[config.mk]
export PLATFORM = sky130hd
export DESIGN_NAME = control_mascara_cargador
export DESIGN_NICKNAME = d
export VERILOG_FILES = /design/src/rtl/control_mascara_cargador.sv
export SDC_FILE = /design/constraint.sdc
export NUM_CORES = 1
export LEC_CHECK = 0
export CAP_MARGIN = 20
export CORE_AREA = 5 5 180 182
export CTS_BUF_LIST = sky130_fd_sc_hd__clkbuf_2 sky130_fd_sc_hd__clkbuf_4 sky130_fd_sc_hd__clkbuf_8
export DETAILED_ROUTE_END_ITERATION = 6
export DIE_AREA = 0 0 185 187
export SETUP_SLACK_MARGIN = 0.1
export SYNTH_ARGS = -nofsm -noshare
export SYNTH_HDL_FRONTEND = slang
export SYNTH_SLANG_ARGS = --single-unit
[constraint.sdc]
create_clock -name clk -period 3.9 [get_ports clk]
set_input_delay 0.78 -clock clk [delete_from_list [all_inputs] [get_ports clk]]
set_output_delay 0.78 -clock clk [all_outputs]
set_load 0.02 [all_outputs]
[src/rtl/control_mascara_cargador.sv]
// control_mascara_cargador
// Holds the mask size and mask base address written over the instruction
// register bus and, whenever either changes (or a reload is requested),
// streams N*N coefficients from the mask memory into an internal bank.
//
// Ports:
//   clk, reset                    clock, synchronous active-high reset
//   direccion_registros           register select (bits [1:0] decoded)
//   datos_registros               register write data
//   habilitacion_registros        one-cycle write strobe
//   mem_direccion, mem_lectura    mask memory read address / request
//   mem_datos                     read data, LATENCIA_MEM cycles after request
//   direccion_mem_inicio_mascara  programmed base address
//   tamano_mascara                programmed mask dimension N
//   mascara_coeficientes          flattened bank, slot k at [k*BC +: BC]
//   mascara_lista                 bank complete and consistent
//   ocupado                       load in progress
//   error_config                  sticky configuration error
module control_mascara_cargador #(
    parameter int BITS_BUS_DATOS_INSTR     = 24,
    parameter int BITS_BUS_DIRECCION_INSTR = 8,
    parameter int BITS_DIRECCION_MEM       = 10,
    parameter int BITS_MASCARA             = 3,
    parameter int BITS_COEFICIENTE         = 8,
    parameter int TAMANO_MAX_MASCARA       = 5,
    parameter int LATENCIA_MEM             = 1
) (
    input  logic                                    clk,
    input  logic                                    reset,
    input  logic [BITS_BUS_DIRECCION_INSTR-1:0]     direccion_registros,
    input  logic [BITS_BUS_DATOS_INSTR-1:0]         datos_registros,
    input  logic                                    habilitacion_registros,
    output logic [BITS_DIRECCION_MEM-1:0]           mem_direccion,
    output logic                                    mem_lectura,
    input  logic [BITS_COEFICIENTE-1:0]             mem_datos,
    output logic [BITS_DIRECCION_MEM-1:0]           direccion_mem_inicio_mascara,
    output logic [BITS_MASCARA-1:0]                 tamano_mascara,
    output logic [TAMANO_MAX_MASCARA*TAMANO_MAX_MASCARA*BITS_COEFICIENTE-1:0] mascara_coeficientes,
    output logic                                    mascara_lista,
    output logic                                    ocupado,
    output logic                                    error_config
);

    localparam int NSLOTS = TAMANO_MAX_MASCARA * TAMANO_MAX_MASCARA;
    localparam int CNT_W  = $clog2(NSLOTS + 1);
    localparam int SLOT_W = $clog2(NSLOTS);
    localparam logic [BITS_MASCARA-1:0] TAM_MAX   = BITS_MASCARA'(TAMANO_MAX_MASCARA);
    localparam logic [BITS_MASCARA-1:0] TAM_RESET = BITS_MASCARA'(3);

    typedef enum logic [1:0] {REPOSO, EMITIR, DRENAR} estado_t;

    estado_t                         estado_q, estado_d;
    logic [BITS_MASCARA-1:0]         tamano_q, tamano_d;
    logic [BITS_DIRECCION_MEM-1:0]   base_q, base_d;
    logic [CNT_W-1:0]                emit_q, emit_d;
    logic [CNT_W-1:0]                capt_q, capt_d;
    logic [LATENCIA_MEM-1:0]         vld_q, vld_d;
    logic [BITS_COEFICIENTE-1:0]     slots_q [NSLOTS];
    logic [BITS_COEFICIENTE-1:0]     slots_d [NSLOTS];
    logic                            lista_q, lista_d;
    logic                            error_q, error_d;

    logic                            wr_tamano, wr_base, wr_control;
    logic [BITS_MASCARA-1:0]         tamano_nuevo;
    logic [BITS_DIRECCION_MEM-1:0]   base_nueva;
    logic                            tamano_valido;
    logic                            carga;
    logic [CNT_W-1:0]                total;

    // Upper bus bits are not part of the register map.
    logic unused_bits;
    assign unused_bits = ^{datos_registros[BITS_BUS_DATOS_INSTR-1:BITS_DIRECCION_MEM],
                           direccion_registros[BITS_BUS_DIRECCION_INSTR-1:2]};

    assign wr_tamano     = habilitacion_registros && (direccion_registros[1:0] == 2'd0);
    assign wr_base       = habilitacion_registros && (direccion_registros[1:0] == 2'd1);
    assign wr_control    = habilitacion_registros && (direccion_registros[1:0] == 2'd2);
    assign tamano_nuevo  = datos_registros[BITS_MASCARA-1:0];
    assign base_nueva    = datos_registros[BITS_DIRECCION_MEM-1:0];
    // Odd implies nonzero, so bit0 covers both the parity and >=1 checks.
    assign tamano_valido = tamano_nuevo[0] && (tamano_nuevo <= TAM_MAX);
    assign total         = CNT_W'(tamano_q) * CNT_W'(tamano_q);

    // State / datapath register
    always_ff @(posedge clk) begin
        if (reset) begin
            estado_q <= REPOSO;
            tamano_q <= TAM_RESET;
            base_q   <= '0;
            emit_q   <= '0;
            capt_q   <= '0;
            vld_q    <= '0;
            lista_q  <= 1'b0;
            error_q  <= 1'b0;
            for (int i = 0; i < NSLOTS; i++) slots_q[i] <= '0;
        end else begin
            estado_q <= estado_d;
            tamano_q <= tamano_d;
            base_q   <= base_d;
            emit_q   <= emit_d;
            capt_q   <= capt_d;
            vld_q    <= vld_d;
            lista_q  <= lista_d;
            error_q  <= error_d;
            for (int i = 0; i < NSLOTS; i++) slots_q[i] <= slots_d[i];
        end
    end

    // Next state and register-file updates
    always_comb begin
        estado_d = estado_q;
        tamano_d = tamano_q;
        base_d   = base_q;
        emit_d   = emit_q;
        capt_d   = capt_q;
        lista_d  = lista_q;
        error_d  = error_q;
        carga    = 1'b0;
        for (int i = 0; i < NSLOTS; i++) slots_d[i] = slots_q[i];
        // Valid shift register tracks each read through the memory latency.
        vld_d = LATENCIA_MEM'({vld_q, mem_lectura});

        if (vld_q[LATENCIA_MEM-1]) begin
            slots_d[capt_q[SLOT_W-1:0]] = mem_datos;
            capt_d = capt_q + CNT_W'(1);
        end

        case (estado_q)
            REPOSO: begin
                if (wr_tamano) begin
                    if (tamano_valido) begin
                        tamano_d = tamano_nuevo;
                        if (tamano_nuevo != tamano_q) carga = 1'b1;
                    end else begin
                        error_d = 1'b1;
                    end
                end
                if (wr_base) begin
                    base_d = base_nueva;
                    if (base_nueva != base_q) carga = 1'b1;
                end
                if (wr_control && datos_registros[0]) carga = 1'b1;
                if (carga) begin
                    estado_d = EMITIR;
                    emit_d   = '0;
                    capt_d   = '0;
                    lista_d  = 1'b0;
                    for (int i = 0; i < NSLOTS; i++) slots_d[i] = '0;
                end
            end
            EMITIR: begin
                emit_d = emit_q + CNT_W'(1);
                if (emit_q == total - CNT_W'(1)) estado_d = DRENAR;
            end
            DRENAR: begin
                if (capt_q == total) begin
                    estado_d = REPOSO;
                    lista_d  = 1'b1;
                end
            end
            default: estado_d = REPOSO;
        endcase

        // Size/base cannot change under a running load.
        if ((estado_q != REPOSO) && (wr_tamano || wr_base)) error_d = 1'b1;
        if (wr_control && datos_registros[1]) error_d = 1'b0;
    end

    // Outputs
    always_comb begin
        mem_lectura   = (estado_q == EMITIR);
        mem_direccion = '0;
        if (estado_q == EMITIR) mem_direccion = base_q + BITS_DIRECCION_MEM'(emit_q);
        ocupado       = (estado_q != REPOSO);
    end

    assign direccion_mem_inicio_mascara = base_q;
    assign tamano_mascara               = tamano_q;
    assign mascara_lista                = lista_q;
    assign error_config                 = error_q;

    for (genvar g = 0; g < NSLOTS; g++) begin : g_plano
        assign mascara_coeficientes[g*BITS_COEFICIENTE +: BITS_COEFICIENTE] = slots_q[g];
    end

endmodule

==> summary.txt <==
Finish
  • Multi-input logic area: a little under 0.005 mm²
  • Most common cell after layout, fill and taps aside: clkdlybuf4s50_1
  • Fillers: slightly below 3,000
  • Antenna Cells: 0
  • Sequential Area: roughly 0.0046 mm²
  • Non-Filler Instances: 1,577
  • Area growth, synth to finish: 36.6%
  • Layout Nets: around 1,200
  • Final core occ: 0.446
  • Final Cell Area: ~0.014 mm²
  • Most frequent cells in the layout: 244 x clkdlybuf4s50_1, 228 x dfxtp_1, 216 x mux2i_1, 144 x nor2_1, 100 x nor2_4
  • Ratio of cells with drive above 1 in the final layout: 0.172

Hold path
  • Hold crit path type: reg -> reg

Clocking
  • H-tree Lvls: 2
  • CTS tree: yes
  • Hold_buf cts: 0
  • CTS sink cnt: between 200 and 250
  • CTS Buf Count: 42
  • Worst-Skew Late Latency: between 0.5 and 0.6 ns
  • Worst-case clock buffer depth: 3
  • Root buf cell: clkbuf_8
  • Worst-path clk slew: 0.05 ns

Floorplan
  • Core Area: 0.0304 mm²
  • Top Ports: 270
  • FP Rows: 64
  • Initial Util: 0.327
  • Die Wd: 185 µm
  • Die Y: between 150 and 200 µm
  • Die area: roughly 0.035 mm²

Timing
  • Fin crit share: 0.904
  • Unrepaired setup endpoints after global routing: no
  • Setup_tns: 0 ns
  • Final Hold Vio Count: 0
  • Max frequency: 0.284 GHz
  • Final Max Slew Viols: 0
  • Worst slew margin: 0.312
  • Setup Skew: 0.0208 ns
  • Endpoints failing setup: 0
  • Measured slew at the worst slew-check pin: roughly 1.0 ns
  • Crit path time final: about 3.5 ns

Power and ir drop
  • Leak: 4.42 nW
  • Peak supply drop: roughly 0.22 mV
  • PwrDens: between 300 and 400 mW/mm²

Outcome
  • Outcome: finished clean

Worst setup path
  • Top cell by count, worst path: a21o_1
  • CP max stage cell: clkdlybuf4s50_1
  • Sequence of cells on the critical path: ha_1 -> a21o_1 -> a21o_1 -> a21oi_1 -> mux2i_1 -> o311ai_0 -> clkdlybuf4s50_1
  • Largest stage delay on the critical path: 0.57 ns
  • CP Capture Type: primary output
  • Critical path class: reg -> out
  • WP data arrival: approximately 2.8 ns
  • CP bufs+invs: 1
  • Critical Path Start Type: flip-flop
  • CP delay by family, top: compound AO/OA/AOI/OAI gates
  • Worst Path Max Fanout: 5
  • Req. time, crit path: 3.12 ns

Drt
  • 1st-iter DRT viols: about 200
  • Routed wire length: 28.6 mm
  • Routed wire length per instance: 18.2 µm
  • Via count: ~7,100
  • DRC violations left: 0
  • Drt first pass iters: 6
  • Via/cell ratio: roughly 4.5
  • Antenna-violating nets left: 0

Logic synthesis
  • Ys flop type: dfxtp_1
  • Yosys top cell area share: 0.459
  • Synth top area cells: dfxtp_1 46%, mux2i_1 22%, nor2_4 11%, nor2_1 5.4%, buf_12 2.2%
  • EDFF count, synth: 0
  • Synthesized cell area: between 0.009 and 0.01 mm²
  • Yosys cell types: 47
  • Syn avg cell area: 11.0 µm²
  • Post-Syn Instances: 902
  • Seq/Total Area, Yosys: 0.459
  • Ys Warns: 0
  • Post-synth ARST share: 0
  • Net count after synthesis: between 900 and 1,000
  • Post-synthesis register bit count: ~230
  • Leading area contributor after synthesis: dfxtp_1

Global routing
  • Vias in the first global route: slightly above 7,000
  • GRT Resource Usage Total: 0.162
  • Largest net degree at the start of global routing: between 40 and 50
  • Grt total ovfl: 0
  • Initial antenna violation count: 0
  • First-pass GRT wire length: roughly 44 mm

Place
  • Placed Cells: roughly 1,500
  • Post-DP Area: 0.0126 mm²
  • GPL Wtd Cong: 0.769
  • Port Buffers: 249
  • Hpwl dp: approximately 19 mm

Job
  • Max-cap violations: 0
through the flow:
stage               hold slack, ns  setup slack, ns  total power, W
floorplan                    0.475            0.962         0.00265
global placement             0.472            0.459         0.00273
detailed placement           0.469            0.473         0.00273
CTS                          0.491            0.144         0.00525
global route                 0.513            0.130         0.00539
finish                       0.483            0.374         0.00517
synth_stat cells, drive strengths merged, types with 2 or more instances:
| cell | number |
|---|---|
| xnor2 | 11 |
| a21o | 2 |
| and2 | 3 |
| nor2 | 244 |
| o31ai | 5 |
| a21oi | 8 |
| nand4 | 2 |
| a32o | 3 |
| mux2i | 216 |
| nor2b | 7 |
| a21boi | 2 |
| buf | 29 |
| nor3b | 3 |
| dfxtp | 228 |
| nand3b | 4 |
| or4 | 3 |
| nand3 | 11 |
| nand2b | 4 |
| a211oi | 2 |
| nor3 | 9 |
| ha | 11 |
| a31oi | 2 |
| inv | 11 |
| nand2 | 9 |
| or3 | 3 |
| clkbuf | 33 |
| xor2 | 15 |
| o21ai | 7 |
| nor4 | 3 |
worst paths after layout:
check,cells past startpoint,slack (ns),end,from
hold reg to reg,1,0.48,mascara_lista,mascara_lista
setup / recovery,7,0.37,mem_direccion[5],direccion_mem_inicio_mascara[1]
setup reg to reg,6,1.48,slots_q[0][151],direccion_mem_inicio_mascara[6]
hold / removal,1,0.48,mascara_lista,mascara_lista
where the power goes:
| part | leakage, nW | total [W] | switching [W] | internal (W) |
|---|---|---|---|---|
| clock | 0.489 | 0.00249 | 0.000989 | 0.00150 |
| sequential | 1.84 | 0.00236 | 0.0000157 | 0.00234 |
| combinational | 2.09 | 0.000322 | 0.000225 | 0.0000966 |
| total | 4.42 | 0.00517 | 0.00123 | 0.00394 |
sequential cells by signal, indices dropped and copies added, names as in the netlist:
name                          cells
slots_q                         200
direccion_mem_inicio_mascara     10
capt_q                            5
emit_q                            5
tamano_mascara                    3
estado_q                          2
error_config                      1
mascara_lista                     1
vld_q                             1
layout make-up:
type                    count  area share
multi-input cells         600       0.359
flip-flops and latches    228       0.336
repair buffers            267       0.196
clock buffers              67      0.0619
well taps                 396      0.0365
clock inverters             7     0.00691
inverters                  12     0.00332
cell families after synthesis:
| group | Yosys count | synth area share |
|---|---|---|
| buffers and inverters | 74 | 0.0515 |
| multiplexers | 216 | 0.217 |
| XOR/XNOR | 26 | 0.0229 |
| adder cells (fa/ha/maj) | 12 | 0.0159 |
| AND/OR/NAND/NOR | 309 | 0.208 |
| flip-flops | 228 | 0.459 |
| AO/OA/AOI/OAI | 37 | 0.0256 |
routing by layer:
layer | track usage | up-vias | wire length [µm]
met4 | 0.0370 | 0 | 429
met3 | 0.0539 | 33 | 2310
met1 | 0.206 | 3340 | 12400
li1 | - | 3539 | -
met2 | 0.266 | 213 | 13500
met5 | 0 | - | 0
timing repair:
| action | 4_1_cts | 5_1_grt |
|---|---|---|
| setup buffers | 0 | 0 |
| pin swaps | 0 | 0 |
| setup endpoints to repair | 3 | 5 |
| gates resized for setup | 4 | 9 |
No activity file was read; power rests on OpenSTA's default activity.
